`src/rtl/snake_move_scheduler.sv`:
```
// Snake motion scheduler: game state machine, step timer, two-entry turn
// queue and speed-up on food.
//   clk, rst          : clock, synchronous active-high reset
//   key_turn_left/right, key_start, key_reset : debounced one-cycle key pulses
//   collide, eat      : pulses from the body/collision logic
//   step              : one-cycle move strobe
//   dir               : one-hot heading (UP=1000 DOWN=0100 LEFT=0010 RIGHT=0001)
//   state             : IDLE=00 RUN=01 PAUSE=10 OVER=11
//   level             : speed level, saturates at 15
//   queue_cnt         : pending turns (0..2)
module snake_move_scheduler #(
    parameter int unsigned TICK_INIT      = 20,
    parameter int unsigned TICK_MIN       = 5,
    parameter int unsigned TICK_DEC       = 2,
    parameter int unsigned EATS_PER_LEVEL = 4
) (
    input  logic       clk,
    input  logic       rst,
    input  logic       key_turn_left,
    input  logic       key_turn_right,
    input  logic       key_start,
    input  logic       key_reset,
    input  logic       collide,
    input  logic       eat,
    output logic       step,
    output logic [3:0] dir,
    output logic [1:0] state,
    output logic [3:0] level,
    output logic [1:0] queue_cnt
);

    localparam int unsigned CW = 8;
    localparam int unsigned PW = 9;
    localparam logic [3:0]  DIR_RIGHT = 4'b0001;

    typedef enum logic [1:0] {
        S_IDLE  = 2'b00,
        S_RUN   = 2'b01,
        S_PAUSE = 2'b10,
        S_OVER  = 2'b11
    } state_e;

    state_e          state_q, state_d;
    logic            step_q, step_d;
    logic [3:0]      dir_q, dir_d;
    logic [3:0]      level_q, level_d;
    logic [1:0]      qcnt_q, qcnt_d;
    logic [1:0]      turn_q, turn_d;     // [0] is the head; 1 = right turn
    logic [CW-1:0]   cnt_q, cnt_d;
    logic [CW-1:0]   eat_q, eat_d;
    logic [CW-1:0]   period_q, period_d;

    logic            reinit_c;
    logic            fire_c;
    logic            pop_c;
    logic            push_c;
    logic signed [PW-1:0] per_dec_c;

    // Rotations on the one-hot heading {UP, DOWN, LEFT, RIGHT}
    function automatic logic [3:0] rot_left(input logic [3:0] d);
        return {d[0], d[1], d[3], d[2]};
    endfunction

    function automatic logic [3:0] rot_right(input logic [3:0] d);
        return {d[1], d[0], d[2], d[3]};
    endfunction

    // Re-init on key_reset anywhere, or on acknowledging game over
    assign reinit_c  = key_reset || (state_q == S_OVER && key_start);
    assign per_dec_c = $signed({1'b0, period_q}) - $signed(PW'(TICK_DEC));

    // State register and datapath registers
    always_ff @(posedge clk) begin
        if (rst) begin
            state_q  <= S_IDLE;
            step_q   <= 1'b0;
            dir_q    <= DIR_RIGHT;
            level_q  <= '0;
            qcnt_q   <= '0;
            turn_q   <= '0;
            cnt_q    <= '0;
            eat_q    <= '0;
            period_q <= CW'(TICK_INIT);
        end else begin
            state_q  <= state_d;
            step_q   <= step_d;
            dir_q    <= dir_d;
            level_q  <= level_d;
            qcnt_q   <= qcnt_d;
            turn_q   <= turn_d;
            cnt_q    <= cnt_d;
            eat_q    <= eat_d;
            period_q <= period_d;
        end
    end

    // Next-state logic; collide outranks key_start in RUN
    always_comb begin
        state_d = state_q;
        if (key_reset) begin
            state_d = S_IDLE;
        end else begin
            case (state_q)
                S_IDLE:  if (key_start) state_d = S_RUN;
                S_RUN: begin
                    if (collide)        state_d = S_OVER;
                    else if (key_start) state_d = S_PAUSE;
                end
                S_PAUSE: if (key_start) state_d = S_RUN;
                S_OVER:  if (key_start) state_d = S_IDLE;
                default: state_d = S_IDLE;
            endcase
        end
    end

    // Step timer, turn queue, heading and level update
    always_comb begin
        step_d   = 1'b0;
        dir_d    = dir_q;
        level_d  = level_q;
        qcnt_d   = qcnt_q;
        turn_d   = turn_q;
        cnt_d    = cnt_q;
        eat_d    = eat_q;
        period_d = period_q;
        fire_c   = 1'b0;
        pop_c    = 1'b0;
        push_c   = 1'b0;

        if (reinit_c) begin
            dir_d    = DIR_RIGHT;
            level_d  = '0;
            qcnt_d   = '0;
            turn_d   = '0;
            cnt_d    = '0;
            eat_d    = '0;
            period_d = CW'(TICK_INIT);
        end else if (state_q == S_IDLE) begin
            if (key_start) cnt_d = '0;
        end else if (state_q == S_RUN) begin
            if (collide) begin
                qcnt_d = '0;
            end else begin
                if (!key_start) begin
                    // >= so a shrunken period fires on the very next cycle
                    fire_c = (cnt_q >= period_q - CW'(1));
                    cnt_d  = fire_c ? '0 : cnt_q + CW'(1);
                    step_d = fire_c;
                    pop_c  = fire_c && (qcnt_q != 2'd0);
                    push_c = (key_turn_left ^ key_turn_right)
                             && ((qcnt_q != 2'd2) || pop_c);
                    if (pop_c) begin
                        dir_d = turn_q[0] ? rot_right(dir_q) : rot_left(dir_q);
                    end
                    // Pop before push: a turn pushed into an empty queue
                    // waits for the following step
                    case ({pop_c, push_c})
                        2'b10: begin
                            turn_d[0] = turn_q[1];
                            qcnt_d    = qcnt_q - 2'd1;
                        end
                        2'b01: begin
                            if (qcnt_q == 2'd0) turn_d[0] = key_turn_right;
                            else                turn_d[1] = key_turn_right;
                            qcnt_d = qcnt_q + 2'd1;
                        end
                        2'b11: begin
                            if (qcnt_q == 2'd2) begin
                                turn_d[0] = turn_q[1];
                                turn_d[1] = key_turn_right;
                            end else begin
                                turn_d[0] = key_turn_right;
                            end
                        end
                        default: ;
                    endcase
                end
                if (eat) begin
                    if (eat_q + CW'(1) == CW'(EATS_PER_LEVEL)) begin
                        eat_d = '0;
                        if (level_q != 4'hF) level_d = level_q + 4'd1;
                        if (per_dec_c < $signed(PW'(TICK_MIN)))
                            period_d = CW'(TICK_MIN);
                        else
                            period_d = per_dec_c[CW-1:0];
                    end else begin
                        eat_d = eat_q + CW'(1);
                    end
                end
            end
        end
    end

    assign step      = step_q;
    assign dir       = dir_q;
    assign state     = state_q;
    assign level     = level_q;
    assign queue_cnt = qcnt_q;

endmodule

```
`config.mk`:
```
export PLATFORM = sky130hd
export DESIGN_NAME = snake_move_scheduler
export DESIGN_NICKNAME = d
export VERILOG_FILES = /design/src/rtl/snake_move_scheduler.sv
export SDC_FILE = /design/constraint.sdc
export NUM_CORES = 1
export LEC_CHECK = 0
export BUFFER_PORTS_ARGS = -buffer_cell sky130_fd_sc_hd__buf_4
export CAP_MARGIN = 0
export CORE_AREA = 2 2 107 78
export DETAILED_ROUTE_END_ITERATION = 6
export DIE_AREA = 0 0 109 80
export PLACE_DENSITY_LB_ADDON = 0.15
export SYNTH_ARGS = -nofsm -noshare
export SYNTH_HDL_FRONTEND = slang
export SYNTH_SLANG_ARGS = --single-unit
export TNS_END_PERCENT = 50
```
`constraint.sdc`:
```
create_clock -name clk -period 4.5 [get_ports clk]
set_clock_uncertainty 0.15 [all_clocks]
set_input_delay 0.45 -clock clk [delete_from_list [all_inputs] [get_ports clk]]
set_output_delay 0.45 -clock clk [all_outputs]
set_load 0.05 [all_outputs]
```
## Word level (Yosys, flattened, before mapping)

Index checks and enable logic that the tools add are counted.

- Multiply operators: 0
- Muxes and demuxes: 23
- Shifts and indexed selects: 0
- $lt $le $gt $ge: 2
- Eq/ne operators: 20
- Div/mod/pow operators: 0
- Add/sub/neg operators: 7
- Reduce and logical (&&, ||, !) cells: 25
- Bitwise operators: 5

Operator list:

| cell | number |
|---|---|
| 2-to-1 mux 8 bit | 8 |
| adder 8 x 1 -> 8 bit (second input constant) | 2 |
| 2-to-1 mux 2 bit | 6 |
| inequality test 2 bit (second input constant) | 6 |
| AND reduction 4 bit | 3 |
| AND reduction 6 bit | 2 |
| equality test 2 bit (second input constant) | 5 |
| AND reduction 5 bit | 2 |
| less-than comparator 9 x 4 -> 1 bit (second input constant) | 1 |
| subtractor 8 x 2 -> 9 bit (second input constant) | 1 |
| equality test 8 x 3 -> 1 bit (second input constant) | 1 |
| >= comparator 8 bit | 1 |
| inequality test 2 x 1 -> 1 bit (second input constant) | 4 |
| subtractor 8 x 1 -> 8 bit (second input constant) | 1 |
| AND reduction 7 bit | 1 |
| case mux 2 bit (3 select lines) | 1 |
| nonzero test 2 bit | 3 |
| nonzero test 3 bit | 2 |
| OR reduction 2 bit | 3 |
| OR reduction 6 bit | 1 |
| adder 4 x 1 -> 4 bit (second input constant) | 1 |
| equality test 2 x 1 -> 1 bit (second input constant) | 2 |
| zero test 2 bit | 2 |
| 2-to-1 mux 1 bit | 4 |
| other kinds (13) | 19 |

- Bits in read-only memories: 0
- Memories kept: 0
- Bits in writable memories: 0
- Logic and storage cells: 92
- Register bits after elaboration: 39
- Latch bits: 0

## Longest topological paths before layout

- Depth after elaboration: 9
- Depth in mapped cells: 14
- Mapped depth without buffers: 13

## Worst setup path before layout

Ideal clock, no wire load.

- Path kind: reg-to-reg
- Start: reg period_q[1]
- End: reg turn_q[1]
- Required time: 4.289 ns
- Data arrival time: 2.884 ns
- Period minus slack after synthesis: 3.095 ns
- Setup slack: 1.405 ns
- Stages on the path, launching flop included: 15
- Cells stage by stage: dfxtp_1 > inv_1 > ha_1 > nor3b_1 > and2_1 > nand2_1 > xor2_1 > ha_1 > a21oi_1 > o21ai_0 > a21oi_1 > clkbuf_1 > mux2i_1 > mux2_2 > nand2_1

- Word-level cells in the longest chain between the ends: 8

RTL lines:

| element | line | RTL |
|---|---|---|
| from (decl) | 51 | `logic [CW-1:0] period_q, period_d;` |
| from (signal assigned) | 83 | `period_q <= CW'(TICK_INIT);` |
| from (signal assigned) | 93 | `period_q <= period_d;` |
| subtractor 8 x 1 -> 8 bit * | 146 | `fire_c = (cnt_q >= period_q - CW'(1));` |
| >= comparator 8 bit * | 146 |  |
| logical AND 1 bit * | 149 | `pop_c = fire_c && (qcnt_q != 2'd0);` |
| logical OR 1 bit | 151 | `&& ((qcnt_q != 2'd2) \|\| pop_c);` |
| logical AND 1 bit | 151 |  |
| equality test 2 bit or equality test 2 x 1 -> 1 bit (tied branches) | 157 | `case ({pop_c, push_c})` |
| inequality test 2 bit (no line) or nonzero test 2 bit (tied branches) | n/a |  |
| AND reduction 7 bit (no line) | n/a |  |
| to (signal assigned) | 90 | `turn_q <= turn_d;` |
| to (decl) | 48 | `logic [1:0] turn_q, turn_d;` |

Mark *: on every way between the ends. The rest lies on a longest branch, timed or not.
A chain may end at the register's enable or synchronous reset.

## Worst setup path in the final report

- Start: reg period_q[1]
- End: reg qcnt_q[1] (netlist: queue_cnt[1])

- Word-level cells in the longest chain between the ends: 9

RTL lines:

| element | line | RTL |
|---|---|---|
| subtractor 8 x 1 -> 8 bit * | 146 |  |
| >= comparator 8 bit * | 146 |  |
| logical AND 1 bit * | 149 |  |
| logical OR 1 bit | 151 |  |
| logical AND 1 bit | 151 |  |
| equality test 2 x 1 -> 1 bit or equality test 2 bit (tied branches) | 157 |  |
| case mux 2 bit (2 select lines) | 157 |  |
| 2-to-1 mux 2 bit | 144 | `if (!key_start) begin` |
| 2-to-1 mux 2 bit | 141 | `if (collide) begin` |
| to (signal assigned) | 89 | `qcnt_q <= qcnt_d;` |
| to (decl) | 47 | `logic [1:0] qcnt_q, qcnt_d;` |

Mark *: on every way between the ends. The rest lies on a longest branch, timed or not. The select of a mux whose other input is x is not followed.

==> results.ini <==
[setup_path]
rrSetupSlack_ns = 1.17
worstPathCellList = inv_1 > ha_1 > nor3b_1 > and2_1 > nand2_1 > xor2_1 > ha_1 > a21oi_1 > o21ai_0 > a21oi_1 > buf_4 > mux2i_1 > or4_1 > o2bb2ai_1
critPathKind = reg2reg
reg2reg_depth = 14
r2r_start = period_q[1]
start_kind = flop
critPathRequiredTime_ns = 4.52
crit_path_max_fanout = 11
r2r_end = queue_cnt[1]
critPathArrivalTime_ns = 3.35
cpPeakStageDelay_ns = 0.46
critical_path.slowest_cell = or4_1
endpoint_kind = flop

[min_path]
hp-class = in2reg
worstHoldPathCells = 2
holdCritStartpoint = rst
holdPathEnd = state[1]

[die]
die_area_sq_um = 8720
start_util_pct = 29.5
ios = 21
dieHeight_microns = 80
rows = 27
fp.coreArea_sq_um = 7670
die_w_microns = 109

[power_and_ir_drop]
p_clk_share_pct = 43.6
switching_share_pct = 23.1
power.density_nw_per_um2 = 263
peakVddDrop_v = 0.000103
comb_power_share_pct = 5.3
p_seq_share_pct = 51.0
p_sw_mw = 0.158
finalPower_mw = 0.682
intPower_mw = 0.525
p_leak_nw = 0.994

[final_layout]
fin_util_pct = 33.9
area_growth_pct = 14.8
layoutNonFillerInstCount = 383
diodes = 0
final_area_sq_um = 2600
drive_above_1_share_pct = 13.5
final-seq-area_sq_um = 781
fillCellCount = 807
nets = 304
multi_input_area_sq_um = 1380

[drt]
wire_per_inst_microns = 12.3
firstDrtPassIters = 4
drt-initial-drc-count = 114
via_per_inst = 4.76
drc = 0
drtAntennaViolNets = 0
vias = 1824
finalWirelength_mm = 4.69

[logic_synthesis]
synth-async-reset-ratio_pct = 0
ys_seq_area_share_pct = 34.5
synth.distinct_cells = 47
synth_edf_count = 0
syn-num-nets = 288
synth_ff_type = dfxtp_1
yosysTopAreaCell = dfxtp_1
yosys_register_bits = 39
synth.avg_cell_area_sq_um = 8.54
synth_area_leaders = dfxtp_1, ha_1, nor2_1
syn-cell-area_sq_um = 2260
ys_warn_count = 0
post_synth_inst_count = 265
synth_top_area_share_pct = 34.5

[timing]
worst_slack_ns = 1.17
maxSlewViolCount = 0
period_share_pct = 74.1
fmax_mhz = 300
slew_headroom_pct = 38.3
finalHoldViolCount = 0
setup_viol = 0
holdWs_ns = 0.166
worst-slew-pin-transition_ns = 0.923
grt_setup_unrepaired = false
fin_crit_ns = 3.33
tns_ns = 0

[clock_tree]
clkSlewWorstSetupHoldPaths_ns = 0.09
clk_latency_ns = 0.30
cts-hold-fix-buffers = 0
clockRootBuffer = clkbuf_8
cts_resized = 0
cts_buffers = 5
tritoncts = done
post-cts-setup-buffers = 0
cts.path.max_buffers = 2
cts.sinks = 39
h-tree-depth = 2

[global_route]
grt_pass1_vias = 1607
grt_pass1_wl_mm = 7.86
grt_max_degree = 25
grtUsageTotal_pct = 11.4
grt_antenna_before_repair = 0
grt-ovfl-total = 0

[place]
gp_congestion = 0.723
placed_area_sq_um = 2490
portBuffers = 20
dp_slack_ns = 1.18
hpwl_mm = 3.35
dp_cells = 375

[run]
cap_violations = 0

[status]
outcome = completed

## sequential cells by signal (all words and copies together), names as in the netlist
signal / count
cnt_q: 8
eat_q: 8
period_q: 8
dir: 4
level: 4
queue_cnt: 2
state: 2
turn_q: 2
step: 1
## worst max path at each step
| stage | end | cells past startpoint | from |
|---|---|---|---|
| 6_report | queue_cnt[1] | 14 | period_q[1] |
| 5_1_grt | queue_cnt[1] | 14 | period_q[1] |
| 4_1_cts | queue_cnt[1] | 14 | period_q[1] |
| 3_5_place_dp | queue_cnt[1] | 14 | period_q[1] |
| 3_3_place_gp | queue_cnt[1] | 14 | period_q[1] |
| 2_1_floorplan | turn_q[1] | 14 | period_q[1] |
## layer usage
metal / up-vias / global-route usage, % / part of all wire [%]
met4: 0 / 3.08 / 0.98
met3: 7 / 3.18 / 4.6
met1: 810 / 17.0 / 57
met5: - / 0 / 0
met2: 37 / 15.8 / 37
li1: 970 / - / -
## critical path, delay by kind of cell, from the launching register on
kind                       cells  cell delay [ns]
muxes                          1             0.08
xor gates and xnor gates       1             0.15
and+or+nand+nor                4             1.07
adders and majority gates      2             0.56
AOI/OAI and AO/OA              4             0.51
buffers and inverters          2             0.34
DFF                            1             0.34
## final cells by class
cell class	count	share of cell area, %
sequential	39	30.0
timing repair buffer	22	6.36
inverter	8	1.16
clock buffer	5	2.65
clock inverter	3	1.69
tap	101	4.86
multi-input combinational	205	53.3
## placed cells by master, fill, tap and decap left out, drive strengths merged, types with 2 or more instances in the layout
cell type,n
mux2,2
dfxtp,39
ha,15
nor2,35
nor3,11
inv,8
a31oi,4
a21oi,8
o21ai,10
nor3b,3
buf,22
or3,3
nand2,23
a211oi,4
nand2b,5
and3,7
clkbuf,5
xnor2,11
mux2i,11
a311oi,3
nand4,6
and2,3
nand3,7
clkinv,2
nor4,2
or4,3
xor2,15
## synthesized netlist by cell type, types with 7 or more instances
cell type  instances
ha_1              15
dfxtp_1           39
and3_1             7
xnor2_1           11
nand2_1           22
mux2i_1           11
a21oi_1            8
nor3_1            11
nand3_1            7
o21ai_0           10
nor2_1            35
xor2_1            15
clkbuf_1           9
inv_1              8
## power by group through the flow
| stage | clock (mW) | combinational [mW] | sequential (mW) |
|---|---|---|---|
| final | 0.298 | 0.0365 | 0.348 |
| after global routing | 0.323 | 0.0408 | 0.349 |
| after CTS | 0.308 | 0.0369 | 0.348 |
| after detailed placement | 0 | 0.0367 | 0.356 |
| after global placement | 0 | 0.0370 | 0.357 |
| after floorplan | 0 | 0.0231 | 0.357 |
## logic make-up after synthesis
group,count (synthesis),synth area share [%]
AND/OR/NAND/NOR,115,26.3
flip-flops,39,34.5
AO/OA/AOI/OAI,35,10.2
XOR/XNOR,26,10.1
buffers and inverters,21,4.37
adder cells (fa/ha/maj),16,8.73
multiplexers,13,5.86
No activity file was read; power rests on OpenSTA's default activity.
